`src/rtl/store_write_buffer.sv`:
```
`default_nettype none
// ============================================================================
// Module      : store_write_buffer
// Description : Posted-write FIFO between the CPU store path and data memory.
//               Accepts one store per cycle. A store to the same word as the
//               newest entry is merged into it. Entries drain to memory in
//               allocation order over a req/ack handshake. Buffered full
//               words are forwarded to younger loads.
//               Stores to the uncached MMIO window are never merged. Loads to
//               that window stall until the buffer is empty.
// Ports       : clk/reset                - clock, synchronous active-high reset
//               Store{Valid,Addr,Data,Mask}, StoreReady - CPU store port
//               LoadValid/LoadAddr, FwdHit/FwdData/LoadStall - load snoop
//               MemWr{Req,Addr,Data,Mask}, MemWrAck - memory write port
//               Empty/Count              - occupancy status
// Revision    : 1.0 - initial release
// ============================================================================
module store_write_buffer #(
    parameter int          DEPTH       = 4,
    parameter logic [15:0] UNCACHED_HI = 16'h1c09
) (
    input  logic                     clk,
    input  logic                     reset,
    input  logic                     StoreValid,
    input  logic [31:0]              StoreAddr,
    input  logic [31:0]              StoreData,
    input  logic [3:0]               StoreMask,
    output logic                     StoreReady,
    input  logic                     LoadValid,
    input  logic [31:0]              LoadAddr,
    output logic                     FwdHit,
    output logic [31:0]              FwdData,
    output logic                     LoadStall,
    output logic                     MemWrReq,
    output logic [31:0]              MemWrAddr,
    output logic [31:0]              MemWrData,
    output logic [3:0]               MemWrMask,
    input  logic                     MemWrAck,
    output logic                     Empty,
    output logic [$clog2(DEPTH):0]   Count
);

    localparam int c_PTR_W = $clog2(DEPTH);
    localparam int c_CNT_W = c_PTR_W + 1;
    localparam logic [c_CNT_W-1:0] c_FULL = c_CNT_W'(DEPTH);

    // Entry storage
    logic              r_valid [DEPTH];
    logic [29:0]       r_addr  [DEPTH];
    logic [31:0]       r_data  [DEPTH];
    logic [3:0]        r_mask  [DEPTH];
    logic              r_unc   [DEPTH];

    logic [c_PTR_W-1:0] r_rd_ptr;
    logic [c_PTR_W-1:0] r_wr_ptr;
    logic [c_CNT_W-1:0] r_count;

    logic               w_empty;
    logic [c_PTR_W-1:0] w_tail;
    logic               w_pop;
    logic               w_accept;
    logic               w_st_unc;
    logic               w_merge;
    logic               w_push;
    logic [31:0]        w_byte_mask;
    logic               w_unused;

    assign w_empty   = (r_count == '0);
    assign w_tail    = r_wr_ptr - c_PTR_W'(1);
    assign w_pop     = !w_empty && MemWrAck;
    assign w_accept  = StoreValid && StoreReady;
    assign w_st_unc  = (StoreAddr[31:16] == UNCACHED_HI);

    // Merging into the tail is blocked when the tail is the head leaving this
    // cycle; otherwise the merged bytes would be lost with the popped entry.
    assign w_merge   = w_accept && (StoreMask != 4'h0) && !w_empty
                       && (StoreAddr[31:2] == r_addr[w_tail])
                       && !w_st_unc && !r_unc[w_tail]
                       && !((r_count == c_CNT_W'(1)) && w_pop);
    assign w_push    = w_accept && (StoreMask != 4'h0) && !w_merge;

    assign w_byte_mask = {{8{StoreMask[3]}}, {8{StoreMask[2]}},
                          {8{StoreMask[1]}}, {8{StoreMask[0]}}};

    // Word-aligned compares ignore the low address bits.
    assign w_unused  = ^{StoreAddr[1:0], LoadAddr[1:0]};

    // Status and drain outputs
    assign StoreReady = (r_count != c_FULL);
    assign Empty      = w_empty;
    assign Count      = r_count;
    assign MemWrReq   = !w_empty;
    assign MemWrAddr  = w_empty ? 32'h0 : {r_addr[r_rd_ptr], 2'b00};
    assign MemWrData  = w_empty ? 32'h0 : r_data[r_rd_ptr];
    assign MemWrMask  = w_empty ? 4'h0  : r_mask[r_rd_ptr];

    // Load forwarding: walk entries oldest to newest so the youngest match
    // is the one left standing at the end of the loop.
    always_comb begin
        logic               v_match;
        logic [3:0]         v_mmask;
        logic [31:0]        v_mdata;
        logic [c_PTR_W-1:0] v_idx;
        v_match   = 1'b0;
        v_mmask   = 4'h0;
        v_mdata   = 32'h0;
        v_idx     = '0;
        FwdHit    = 1'b0;
        FwdData   = 32'h0;
        LoadStall = 1'b0;
        for (int i = 0; i < DEPTH; i++) begin
            v_idx = r_rd_ptr + c_PTR_W'(i);
            if ((c_CNT_W'(i) < r_count) && r_valid[v_idx]
                && (r_addr[v_idx] == LoadAddr[31:2])) begin
                v_match = 1'b1;
                v_mmask = r_mask[v_idx];
                v_mdata = r_data[v_idx];
            end
        end
        if (LoadValid) begin
            if ((LoadAddr[31:16] == UNCACHED_HI) && !w_empty) begin
                LoadStall = 1'b1;
            end else if (v_match) begin
                if (v_mmask == 4'hF) begin
                    FwdHit  = 1'b1;
                    FwdData = v_mdata;
                end else begin
                    LoadStall = 1'b1;
                end
            end
        end
    end

    always_ff @(posedge clk) begin
        if (reset) begin
            r_rd_ptr <= '0;
            r_wr_ptr <= '0;
            r_count  <= '0;
            for (int i = 0; i < DEPTH; i++) begin
                r_valid[i] <= 1'b0;
                r_addr[i]  <= 30'h0;
                r_data[i]  <= 32'h0;
                r_mask[i]  <= 4'h0;
                r_unc[i]   <= 1'b0;
            end
        end else begin
            if (w_merge) begin
                r_data[w_tail] <= (r_data[w_tail] & ~w_byte_mask) | (StoreData & w_byte_mask);
                r_mask[w_tail] <= r_mask[w_tail] | StoreMask;
            end
            // A push never targets the head slot: that would require a full
            // buffer, and StoreReady is low then.
            if (w_push) begin
                r_valid[r_wr_ptr] <= 1'b1;
                r_addr[r_wr_ptr]  <= StoreAddr[31:2];
                r_data[r_wr_ptr]  <= StoreData;
                r_mask[r_wr_ptr]  <= StoreMask;
                r_unc[r_wr_ptr]   <= w_st_unc;
                r_wr_ptr          <= r_wr_ptr + c_PTR_W'(1);
            end
            if (w_pop) begin
                r_valid[r_rd_ptr] <= 1'b0;
                r_rd_ptr          <= r_rd_ptr + c_PTR_W'(1);
            end
            if (w_push && !w_pop) begin
                r_count <= r_count + c_CNT_W'(1);
            end else if (!w_push && w_pop) begin
                r_count <= r_count - c_CNT_W'(1);
            end
        end
    end

endmodule
`default_nettype wire

```
`config.mk`:
```
export PLATFORM = sky130hd
export DESIGN_NAME = store_write_buffer
export DESIGN_NICKNAME = d
export VERILOG_FILES = /design/src/rtl/store_write_buffer.sv
export SDC_FILE = /design/constraint.sdc
export NUM_CORES = 1
export LEC_CHECK = 0
export ABC_AREA = 1
export CORE_MARGIN = 2
export CORE_UTILIZATION = 25
export CTS_BUF_LIST = sky130_fd_sc_hd__clkbuf_16
export CTS_CLUSTER_SIZE = 25
export DETAILED_ROUTE_END_ITERATION = 7
export GPL_ROUTABILITY_DRIVEN = 0
export PLACE_DENSITY_LB_ADDON = 0.3
export SLEW_MARGIN = 15
export SYNTH_ARGS = -nofsm -noshare
export SYNTH_HDL_FRONTEND = slang
export SYNTH_SLANG_ARGS = --single-unit
```
`constraint.sdc`:
```
create_clock -name clk -period 9.95 [get_ports clk]
set_input_delay 0.995 -clock clk [delete_from_list [all_inputs] [get_ports clk]]
set_output_delay 0.995 -clock clk [all_outputs]
set_load 0.02 [all_outputs]
```
==> flow_metrics.env <==
export IMPL_status="finished clean"
export IMPL_clk_pin_slew_ps=60
export IMPL_clk_path_buf_depth=3
export IMPL_dpl_hpwl_um=69700
export IMPL_io_buffers=206
export IMPL_drt_iter0_drc=3009
export IMPL_whs_ps=511
export IMPL_cts_buffers=37
export IMPL_final_core_util=0.294
export IMPL_die_width_um=316
export IMPL_min_period_ps=8490
export IMPL_grt_pass1_wl_um=161000
export IMPL_layout_cells_non_filler=5270
export IMPL_grt_max_degree=223
export IMPL_postCtsSetupRepairBufs=0
export IMPL_worst_slew_pin_slew_ps=1070
export IMPL_antenna_found_initial=3
export IMPL_max_slew_margin_rel=0.285
export IMPL_switching_share=0.518
export IMPL_synthCells=3935
export IMPL_ys_seq_area_frac=0.341
export IMPL_htreeDepth=2
export IMPL_yosysUniqueCellTypes=40
export IMPL_rows=114
export IMPL_cts_tree="built"
export IMPL_end_kind="output port"
export IMPL_synth_area_leader_cell="edfxtp_1"
export IMPL_initial_core_util=0.252
export IMPL_die_area_um2=99900
export IMPL_syn_avg_cell_area_um2=6.18
export IMPL_ys_warn_count=0
export IMPL_setup_tns_ps=0
export IMPL_crit_fanout=81
export IMPL_coreArea_um2=96600
export IMPL_first_pass_iters=8
export IMPL_io_pin_count=213
export IMPL_dp_cells=5203
export IMPL_synth_edf_count=268
export IMPL_hold_violations=0
export IMPL_cts_root_buf="clkbuf_16"
export IMPL_area_delta_synth_final_pct=16.8
export IMPL_fin_skew_ps=48.0
export IMPL_cts_hold_buf=0
export IMPL_finalSetupViolCount=0
export IMPL_p_leak_nw=12.0
export IMPL_fin_area_um2=28400
export IMPL_drive_gt1_frac=0.0343
export IMPL_routedWlPerCell_um=21.0
export IMPL_clk_latency_ps=600
export IMPL_rsz0062_at_grt="false"
export IMPL_synth_area_um2=24300
export IMPL_reg2reg_depth=18
export IMPL_p_per_area_nw_per_um2=263
export IMPL_whs_path_depth=2
export IMPL_gr_total_overflow=0
export IMPL_start_kind="flop"
export IMPL_n_fill_cell=10569
export IMPL_placed_area_um2=27200
export IMPL_viasPerCell=5.09
export IMPL_routed_wl_met2_um=49500
export IMPL_holdCritPathClass="reg -> reg"
export IMPL_ant_nets=0
export IMPL_internal_power_mw=3.60
export IMPL_drt_met1_wl_um=46500
export IMPL_drc=0
export IMPL_max_cap_viol_count=0
export IMPL_power_frac_seq=0.225
export IMPL_synth_most_common_cell="nand2_1"
export IMPL_ir_worst_vdd_uv=249
export IMPL_synth_area_leaders="edfxtp_1 (33%), nand2_1 (22%), nor2_1 (7.2%)"
export IMPL_synth_common_cells="nand2_1 (1409), nor2_1 (467), inv_1 (382)"
export IMPL_max_freq_mhz=118
export IMPL_report_final_slew_viol_count=0
export IMPL_pwr_share_clk=0.185
export IMPL_top_layer="met5"
export IMPL_synth_top_area_share=0.331
export IMPL_post_cts_resized=0
export IMPL_cts_sinks=281
export IMPL_die_h_um=316
export IMPL_wl_um=111000
export IMPL_dp_slack_ps=2150
export IMPL_dr_wl_met3_um=10300
export IMPL_nets=4080
export IMPL_crit_arrival_ps=7500
export IMPL_async_flop_share=0
export IMPL_synthFlopType="edfxtp_1"
export IMPL_combPwrFrac=0.590
export IMPL_totalPowerFinal_mw=7.48
export IMPL_ys_ff_latch=281
export IMPL_min_period_over_period=0.853
export IMPL_crit_required_ps=8960
export IMPL_grt_usage=0.216
export IMPL_num_vias=26834
export IMPL_setup_ws_ps=1460
export IMPL_first_global_vias=24502
export IMPL_critPathKind="reg -> out"
export IMPL_power_switching_mw=3.88
## path summary, 6_finish.rpt
| kind | start | end | slack [ps] |
|---|---|---|---|
| min | r_valid[3]$_SDFFE_PP0P_ | r_valid[3]$_SDFFE_PP0P_ | 510 |
| min reg2reg | r_valid[3]$_SDFFE_PP0P_ | r_valid[3]$_SDFFE_PP0P_ | 510 |
| max | r_rd_ptr[0]$_SDFFE_PP0P_ | FwdData[27] | 1460 |
| max reg2reg | r_wr_ptr[0]$_SDFFE_PP0N_ | r_data[0][16]$_SDFFCE_PN0P_ | 3090 |
## power by group through the flow
stage / Clock (mW) / Combinational [mW] / Sequential (mW)
2_1_floorplan: 0 / 2.82 / 1.61
3_3_place_gp: 0 / 4.31 / 1.70
3_5_place_dp: 0 / 4.33 / 1.70
4_1_cts: 1.41 / 4.34 / 1.67
5_1_grt: 1.45 / 4.81 / 1.70
6_report: 1.38 / 4.41 / 1.68
## worst max-delay path, cell delays in order, from the launching register on
cell,delay (ps)
dfxtp_4,730
inv_6,380
ha_4,890
inv_4,530
buf_4,530
nand3_1,230
nand4_1,120
nor2_1,200
nand2_1,70
nor2_1,140
nand2_1,70
nor2_1,440
inv_2,420
nand2_2,910
nand2_1,110
a21oi_1,410
nor2_1,100
clkdlybuf4s50_1,570
## placed cells by master (no fill, tap or decap), types with 4 or more instances in the layout
master,count
nand2_1,1405
nor2_4,4
a21oi_1,226
clkbuf_16,37
o21ai_1,4
nand2_4,4
clkinv_1,12
o22ai_1,37
clkdlybuf4s50_1,206
buf_4,40
bufinv_16,5
inv_1,380
nand4_1,12
o21ai_0,321
dfxtp_1,8
ha_1,8
nand3_1,327
xor2_1,29
nor4_1,5
nand2_2,8
nor2_1,465
inv_2,12
o2111ai_1,10
a22oi_1,61
edfxtp_1,268
nand3b_1,34
o211ai_1,23
## flip-flops by register name, indices dropped and copies added (netlist names), named ones only
register,flops
r_wr_ptr,2
r_rd_ptr,2
r_valid,4
r_mask,16
r_unc,4
Count,3
r_addr,120
r_data,128
## layer usage
metal  track usage  vias up
li1              -    12821
met1         0.292    12427
met2         0.342     1362
met3        0.0364      222
met4        0.0851        2
met5             0        -
## layout make-up
class / instances / area (um^2) / share of cell area
Sequential cell: 281 / 8320 / 0.293
Inverter: 393 / 1490 / 0.0523
Tap cell: 1276 / 1600 / 0.0561
Antenna cell: 1 / 2.50 / 0.0000880
Clock inverter: 29 / 290 / 0.0102
Multi-Input combinational cell: 3006 / 13400 / 0.472
Timing Repair Buffer: 247 / 2380 / 0.0838
Clock buffer: 37 / 926 / 0.0326
## cell families (layout without fill, tap and decap cells)
family / count (synthesis) / after routing / share of synthesized area
flops: 281 / 281 / 0.341
compound gates: 691 / 691 / 0.156
other cells: 1 / 3 / 0.000154
xor+xnor: 32 / 32 / 0.0115
simple gates: 2272 / 2272 / 0.378
buf+inv: 649 / 706 / 0.109
fa+ha+maj: 9 / 9 / 0.00463
Power figures use the tool's default switching activity.
